==> src/rtl/seq_div8.sv <==
// seq_div8: 8-bit restoring divider, 8 iterations per op; SEQ_DIV8_ZERO_DETECT_EN adds 1-cycle divide-by-zero completion
module seq_div8 (
  input  logic       clk,
  input  logic       reset,
  input  logic       start,
  input  logic [7:0] dividend,
  input  logic [7:0] divisor,
  output logic [7:0] quotient,
  output logic [7:0] remainder,
  output logic       busy,
  output logic       done,
  output logic       div_zero
);
  typedef enum logic {IDLE, RUN} state_t;
  state_t state_q, state_d;
  logic [7:0] a_q, a_d, q_q, q_d, m_q, m_d, quo_q, quo_d, rem_q, rem_d;
  logic [2:0] cnt_q, cnt_d;
  logic       done_q, done_d, dz_q, dz_d, zero_skip;
  logic [8:0] sh, t;
  // The partial remainder always stays below the divisor, so its ninth bit is zero after every iteration and need not be stored.
  assign sh = {a_q, q_q[7]};
  assign t  = sh - {1'b0, m_q};
`ifdef SEQ_DIV8_ZERO_DETECT_EN
  assign zero_skip = divisor == 8'd0;
`else
  assign zero_skip = 1'b0;
`endif
  // Next state: load operands on start, otherwise one shift-and-subtract step per RUN cycle.
  always_comb begin
    state_d = state_q;
    a_d     = a_q;
    q_d     = q_q;
    m_d     = m_q;
    cnt_d   = cnt_q;
    quo_d   = quo_q;
    rem_d   = rem_q;
    done_d  = 1'b0;
    dz_d    = 1'b0;
    if (state_q == IDLE) begin
      if (start && zero_skip) begin
        quo_d  = 8'hFF;
        rem_d  = dividend;
        done_d = 1'b1;
        dz_d   = 1'b1;
      end else if (start) begin
        a_d     = 8'd0;
        q_d     = dividend;
        m_d     = divisor;
        cnt_d   = 3'd0;
        state_d = RUN;
      end
    end else begin
      a_d   = t[8] ? sh[7:0] : t[7:0];
      q_d   = {q_q[6:0], ~t[8]};
      cnt_d = cnt_q + 3'd1;
      if (cnt_q == 3'd7) begin
        quo_d   = q_d;
        rem_d   = a_d;
        done_d  = 1'b1;
        state_d = IDLE;
      end
    end
  end
  // State and result registers; reset aborts any operation and clears all outputs.
  always_ff @(posedge clk) begin
    if (reset) begin
      state_q <= IDLE;
      a_q     <= 8'd0;
      q_q     <= 8'd0;
      m_q     <= 8'd0;
      cnt_q   <= 3'd0;
      quo_q   <= 8'd0;
      rem_q   <= 8'd0;
      done_q  <= 1'b0;
      dz_q    <= 1'b0;
    end else begin
      state_q <= state_d;
      a_q     <= a_d;
      q_q     <= q_d;
      m_q     <= m_d;
      cnt_q   <= cnt_d;
      quo_q   <= quo_d;
      rem_q   <= rem_d;
      done_q  <= done_d;
      dz_q    <= dz_d;
    end
  end
  assign quotient  = quo_q;
  assign remainder = rem_q;
  assign busy      = state_q == RUN;
  assign done      = done_q;
  assign div_zero  = dz_q;
endmodule

==> config.mk <==
export PLATFORM = sky130hd
export DESIGN_NAME = seq_div8
export DESIGN_NICKNAME = d
export VERILOG_FILES = /design/src/rtl/seq_div8.sv
export SDC_FILE = /design/constraint.sdc
export NUM_CORES = 1
export LEC_CHECK = 0
export ABC_AREA = 1
export BUFFER_PORTS_ARGS = -buffer_cell sky130_fd_sc_hd__buf_2
export CAP_MARGIN = 20
export CORE_MARGIN = 2
export CORE_UTILIZATION = 50
export CTS_CLUSTER_SIZE = 8
export DETAILED_ROUTE_END_ITERATION = 8
export HOLD_SLACK_MARGIN = 0.15
export MAX_ROUTING_LAYER = met4
export PLACE_DENSITY = 0.82
export SLEW_MARGIN = 20
export SYNTH_ARGS = -nofsm -noshare
export SYNTH_HDL_FRONTEND = slang
export SYNTH_SLANG_ARGS = --single-unit
==> constraint.sdc <==
create_clock -name clk -period 4.12 [get_ports clk]
set_input_delay 0.618 -clock clk [delete_from_list [all_inputs] [get_ports clk]]
set_output_delay 0.618 -clock clk [all_outputs]
set_load 0.01 [all_outputs]
==> results.md, run 1 <==
* Syn. warnings at 0
* Setup Fix Bufs, Post-CTS at 0
* Fmax at 0.4497 GHz
* Area after DPL at 0.002412 mm²
* Clk sinks at 45
* Final Critical Period at 2224 ps
* First-pass GRT wire length at 7617 µm
* Fin cells at 391
* Clock Root Buffer: clkbuf_8
* Post-layout util at 58.02%
* Total wire length at 4569 µm
* Max Cap Viol at 0
* Simple-gate portion of the synthesized area at 29.42%
* Row Count at 24
* Die Ht at 70.76 µm
* Via count at 1975
* Area Growth Syn to Fin at 12.58%
* Initial antenna violation count at 0
* R2R cell count at 7
* Flops & latches, synth at 45
* Cell count after placement at 383
* Fill count at 428
* Post-Syn Area at 0.002228 mm²
* Gate count of the mapped netlist at 303
* Startpoint types: register
* Post-DP HPWL at 3387 µm
* Compound-gate portion of the synthesized area at 11.79%
* DRT antenna net count at 0
* Count of final hold-check violations at 0
* WS Path Type: register to register
* Comb pwr share at 40.9%
* NetSw at 0.5321 mW
* Die Wd at 70.76 µm
* Max FO, Critical Path at 19
* Ports at 38
* Final instance area at 0.002509 mm²
* Final Skew at 4.072 ps
* DRC violations left at 0
* Status: complete, no violations
* 1st-pass router iterations at 4
* Worst-margin pin slew at 969.6 ps
* Crit path capture type: register
* Clock power frac at 21.7%
* Initial DRC count at 107
* Port Buffers at 36
* Pin count of the biggest net entering global routing at 20
* Ant diodes at 0
* Longest Clk Path Bufs at 2
* Post-synthesis cell type count at 31
* Adder-cell share of the synthesized area at 6.513%
* Die outline area at 0.005007 mm²
* GRT Overall Usage at 19.36%
* Post_cts resized at 0
* Slew headroom at 35.12%
* HP Class: register to register
* Share of cells above drive strength 1 at 18.29%
* Synth Net Count at 333
* Post-layout power at 1.332 mW
* Max-slew violation count at 0
* Part of the Yosys area used for sequential elements at 40.43%
* Initial core utilization at 51.53%
* Mean post-synth cell area at 7.354 µm²
* Setup tns final at 0 ps
* Clock transition at path regs at 80 ps
* Int Pwr at 0.7997 mW
* Worst Path Arrival at 2420 ps
* CP required at 4320 ps
* Htree depth at 2
* Gr ovfl total at 0
* Core footprint at 0.004324 mm²
* Final worst path period share at 53.97%
* Hold_buf cts at 0
* Via density at 5.051
* Nets at 368
* Largest family of logic cells by synthesized area: simple AND/OR/NAND/NOR gates
* TritonCTS clock tree: built
* LEAKAGE at 1.278 nW
* Sw Ratio at 39.95%
* Cell Pwr Density at 530.9 mW/mm²
* Vias in the first global route at 1665
* Peak supply drop at 251.9 µV
* Post-synthesis mux area share at 0%
* WL per Instance at 11.69 µm
* Hold Crit Depth at 2
* Flop pwr share at 37.4%
* CTS buffer count at 5
* RSZ-0062 raised after global routing: no
* Final count of negative-setup-slack endpoints at 0
* RePlAce Congestion at 0.8307
* Skew-Pair Late Insertion Delay at 290 ps
* XOR/XNOR share of the synthesized area at 1.179%
[sequential cells by signal (all words and copies together), names as in the netlist]
signal and count:
q_q 8, remainder 8, cnt_q 3, m_q 8
done 1, a_q 8, busy 1, quotient 8
[synth_stat cells]
cell type | number | area [µm²]
nand4_1 | 1 | 6.260
nand3_2 | 2 | 20.02
clkbuf_8 | 2 | 27.53
nand2_2 | 8 | 50.05
nand3b_1 | 5 | 37.54
ha_1 | 10 | 125.1
a21oi_2 | 2 | 17.52
xnor2_1 | 2 | 17.52
dfxtp_1 | 45 | 900.9
o221ai_1 | 4 | 35.03
a21oi_4 | 1 | 16.27
nor2_1 | 9 | 33.78
o21ai_0 | 14 | 70.07
a22o_2 | 1 | 10.01
inv_1 | 43 | 161.4
nand2_1 | 95 | 356.6
buf_2 | 3 | 15.01
or2_4 | 1 | 8.760
nand2_4 | 2 | 22.52
buf_4 | 1 | 7.510
xor2_1 | 1 | 8.760
nand3_1 | 23 | 115.1
a22o_1 | 2 | 17.52
nor3_1 | 1 | 5.000
a21oi_1 | 18 | 90.09
conb_1 | 1 | 3.750
clkbuf_1 | 2 | 7.510
fa_1 | 1 | 20.02
a31oi_1 | 1 | 6.260
buf_6 | 1 | 11.26
clkinv_1 | 1 | 3.750
[stage by stage]
step | setup WS [ps] | hold WS [ps]
CTS | 1926 | 453.3
detailed placement | 1940 | 434.8
finish | 1896 | 450.5
global placement | 1967 | 434.5
floorplan | 2317 | 432.6
global route | 1627 | 477.1
[power by group through the flow]
stage	logic (mW)	registers [mW]	clock network (mW)
2_1_floorplan	0.451	0.495	0
3_3_place_gp	0.521	0.507	0
3_5_place_dp	0.534	0.507	0
4_1_cts	0.541	0.498	0.292
5_1_grt	0.616	0.502	0.312
6_report	0.544	0.498	0.290
[worst paths after layout]
check / from / end / slack [ps]
setup reg to reg: busy$_SDFF_PP0_ / q_q[7]$_SDFFE_PP0P_ / 1900
hold / removal: remainder[0]$_SDFFE_PP0P_ / remainder[0]$_SDFFE_PP0P_ / 450
hold reg to reg: remainder[0]$_SDFFE_PP0P_ / remainder[0]$_SDFFE_PP0P_ / 450
setup / recovery: busy$_SDFF_PP0_ / q_q[7]$_SDFFE_PP0P_ / 1900
[cell usage in the layout (no fill, tap or decap), types with 2 or more instances in the layout]
| cell type | instances |
|---|---|
| a21oi_1 | 18 |
| a21oi_2 | 2 |
| a22o_1 | 2 |
| buf_2 | 36 |
| clkbuf_8 | 6 |
| dfxtp_1 | 45 |
| ha_1 | 10 |
| inv_1 | 43 |
| nand2_1 | 95 |
| nand2_2 | 8 |
| nand2_4 | 2 |
| nand3_1 | 23 |
| nand3_2 | 2 |
| nand3b_1 | 5 |
| nor2_1 | 9 |
| o21ai_0 | 14 |
| o221ai_1 | 4 |
| xnor2_1 | 2 |
[metal layers]
| metal | vias to the layer above | global-route usage, % | share of wire (%) |
|---|---|---|---|
| li1 | 1030 | - | - |
| met1 | 885 | 28.09 | 49 |
| met2 | 53 | 27.52 | 44 |
| met3 | 7 | 3.134 | 5.2 |
| met4 | 0 | 6.289 | 1.4 |
| met5 | - | - | 0 |
[final cells by class]
type	instances	area, µm²	share of cell area [%]
inverters	44	165.2	6.584
flip-flops and latches	45	900.9	35.91
well taps	52	65.06	2.594
clock buffers	6	82.58	3.292
multi-input cells	205	1094	43.59
repair buffers	37	187.7	7.481
clock inverters	2	13.76	0.5486
[critical path: stages, from the launching register on]
cell and delay [ps]:
dfxtp_1 760, inv_1 250, nand2_1 390, clkinv_1 350, nand2_1 140, o221ai_1 110
nand2_1 70, inv_1 50
[cells by family after synthesis]
kind of cell / count (synthesis)
simple gates: 147
buf+inv: 53
compound gates: 43
flops: 45
fa+ha+maj: 11
xor+xnor: 3
other cells: 1
Note: power is estimated with default switching activity, not from simulation.
==> inputs of run 2 (changes only) <==
--- a/config.mk
+++ b/config.mk
@@ -14,7 +14,7 @@
 export DETAILED_ROUTE_END_ITERATION = 8
 export HOLD_SLACK_MARGIN = 0.15
 export MAX_ROUTING_LAYER = met4
-export PLACE_DENSITY = 0.82
+export PLACE_DENSITY = 0.85
 export SLEW_MARGIN = 20
 export SYNTH_ARGS = -nofsm -noshare
 export SYNTH_HDL_FRONTEND = slang
==> constraint.sdc (replaced) <==
create_clock -name clk -period 2 [get_ports clk]
set_input_delay 0.3 -clock clk [delete_from_list [all_inputs] [get_ports clk]]
set_output_delay 0.3 -clock clk [all_outputs]
set_load 0.01 [all_outputs]
==> run 2 against run 1 <==
Design area up 3.6%. Count of clock-buffer cells in the layout shrank 1. Non-clock buffer count is 5 higher. Die area unchanged. Combinational power increased by 140%. Global-route usage shrank 0.32 points. First-iteration DRC count rose by 47%. Fmax up 14%. Power grew 120%. Critical path type unchanged. Largest cell class unchanged. Highest routed layer unchanged.
==> results.md, run 2 (same netlist as run 1, synthesis figures left out) <==
* Skew-Pair Late Insertion Delay at 300 ps
* Total wire length at 4842 µm
* Post-layout util at 60.13%
* Count of final hold-check violations at 0
* Longest Clk Path Bufs at 2
* Final worst path period share at 97.91%
* Ant diodes at 0
* Share of cells above drive strength 1 at 22.83%
* RePlAce Congestion at 0.8782
* HP Class: input pin to register
* Commonest non-fill, non-tap cell in the layout: nand2_1
* Max-slew violation count at 0
* Clock power frac at 20.0%
* 1st-pass router iterations at 5
* LEAKAGE at 1.305 nW
* DRT antenna net count at 0
* Clk sinks at 45
* Via density at 5.168
* Vias in the first global route at 1736
* Peak supply drop at 475.5 µV
* WL per Instance at 12.17 µm
* Worst Path Arrival at 2200 ps
* Startpoint types: register
* Pin count of the biggest net entering global routing at 19
* Initial antenna violation count at 0
* GRT Overall Usage at 19.04%
* Initial DRC count at 157
* Post-layout power at 2.921 mW
* Final count of negative-setup-slack endpoints at 0
* CP required at 2240 ps
* Comb pwr share at 45.0%
* Setup Fix Bufs, Post-CTS at 0
* Gr ovfl total at 0
* R2R cell count at 13
* Max FO, Critical Path at 5
* CTS buffer count at 5
* Initial core utilization at 51.53%
* Clock transition at path regs at 90 ps
* Crit path capture type: register
* Hold_buf cts at 0
* Die outline area at 0.005007 mm²
* Clock Root Buffer: clkbuf_8
* Fmax at 0.5107 GHz
* Cell Pwr Density at 1123 mW/mm²
* DRC violations left at 0
* Final Critical Period at 1958 ps
* WS Path Type: register to register
* Die Wd at 70.76 µm
* Most frequent cells in the layout: nand2_1 (91), dfxtp_1 (45), inv_1 (41)
* Htree depth at 2
* Worst slack at placement at -2.408 ps
* Final worst slack at 41.75 ps
* Int Pwr at 1.683 mW
* Setup tns final at 0 ps
* First-pass GRT wire length at 7569 µm
* Die Ht at 70.76 µm
* Area Growth Syn to Fin at 16.68%
* Port Buffers at 36
* Core footprint at 0.004324 mm²
* Max Cap Viol at 0
* NetSw at 1.238 mW
* Via count at 2057
* Hold Crit Depth at 3
* Sw Ratio at 42.38%
* Row Count at 24
* Status: complete, no violations
* Flop pwr share at 35.0%
* TritonCTS clock tree: built
* Final Skew at 4.595 ps
* Post-DP HPWL at 3429 µm
* Ports at 38
* Nets at 375
-- run 2: what timing repair did --
action,in CTS,in global routing
resized for setup,0,13
pin swaps,1,4
endpoints found under the setup margin,6,18
gates cloned,1,1
-- run 2: per-stage QoR --
| stage | hold slack [ps] | instance area [µm²] | std cells |
|---|---|---|---|
| after floorplan | 369.4 | 2228 | 303 |
| after global placement | 434.5 | 2450 | 388 |
| after detailed placement | 435.5 | 2450 | 388 |
| after CTS | 257.5 | 2550 | 397 |
| after global routing | 287.1 | 2600 | 398 |
| final | 254.2 | 2600 | 398 |
-- run 2: area by class of cell --
| class | instances | area, µm² |
|---|---|---|
| clock buffers | 5 | 68.82 |
| clock inverters | 3 | 25.02 |
| fillers | 383 | 1724 |
| inverters | 44 | 165.2 |
| multi-input cells | 207 | 1150 |
| flip-flops and latches | 45 | 900.9 |
| well taps | 52 | 65.06 |
| repair buffers | 42 | 225.2 |
-- run 2: path summary, 6_finish.rpt --
kind / from / endpoint / slack, ps
hold / removal: divisor[0] / m_q[0]$_SDFFE_PP0P_ / 250
hold reg to reg: remainder[3]$_SDFFE_PP0P_ / remainder[3]$_SDFFE_PP0P_ / 450
setup reg to reg: q_q[7]$_SDFFE_PP0P_ / a_q[3]$_SDFFE_PP0P_ / 40
setup / recovery: q_q[7]$_SDFFE_PP0P_ / a_q[3]$_SDFFE_PP0P_ / 40
-- run 2: routing by layer --
metal	vias to the layer above	wire, µm	global-route usage, %	share of wire (%)
li1	1048	-	-	-
met1	914	2165	25.96	45
met2	86	2228	27.73	46
met3	9	369	3.989	7.6
met4	0	78	7.338	1.6
met5	-	0	-	0
-- run 2: worst max-delay path: stages (launching register included) --
cell     delay [ps]
dfxtp_1         320
inv_2            70
ha_2            180
inv_2            50
fa_2            360
nand2_1          90
nand2_2          90
nand3_4         110
nand2_2         100
nand2_4         130
nand2_4          90
nand2_1          90
nand3_1          90
a21oi_1         130
-- run 2: power groups by stage --
| stage | clock (mW) | combinational, mW | sequential, mW |
|---|---|---|---|
| floorplan | 0 | 0.929 | 1.02 |
| global placement | 0 | 1.08 | 1.04 |
| detailed placement | 0 | 1.12 | 1.04 |
| CTS | 0.585 | 1.16 | 1.02 |
| global route | 0.624 | 1.45 | 1.03 |
| finish | 0.584 | 1.31 | 1.02 |
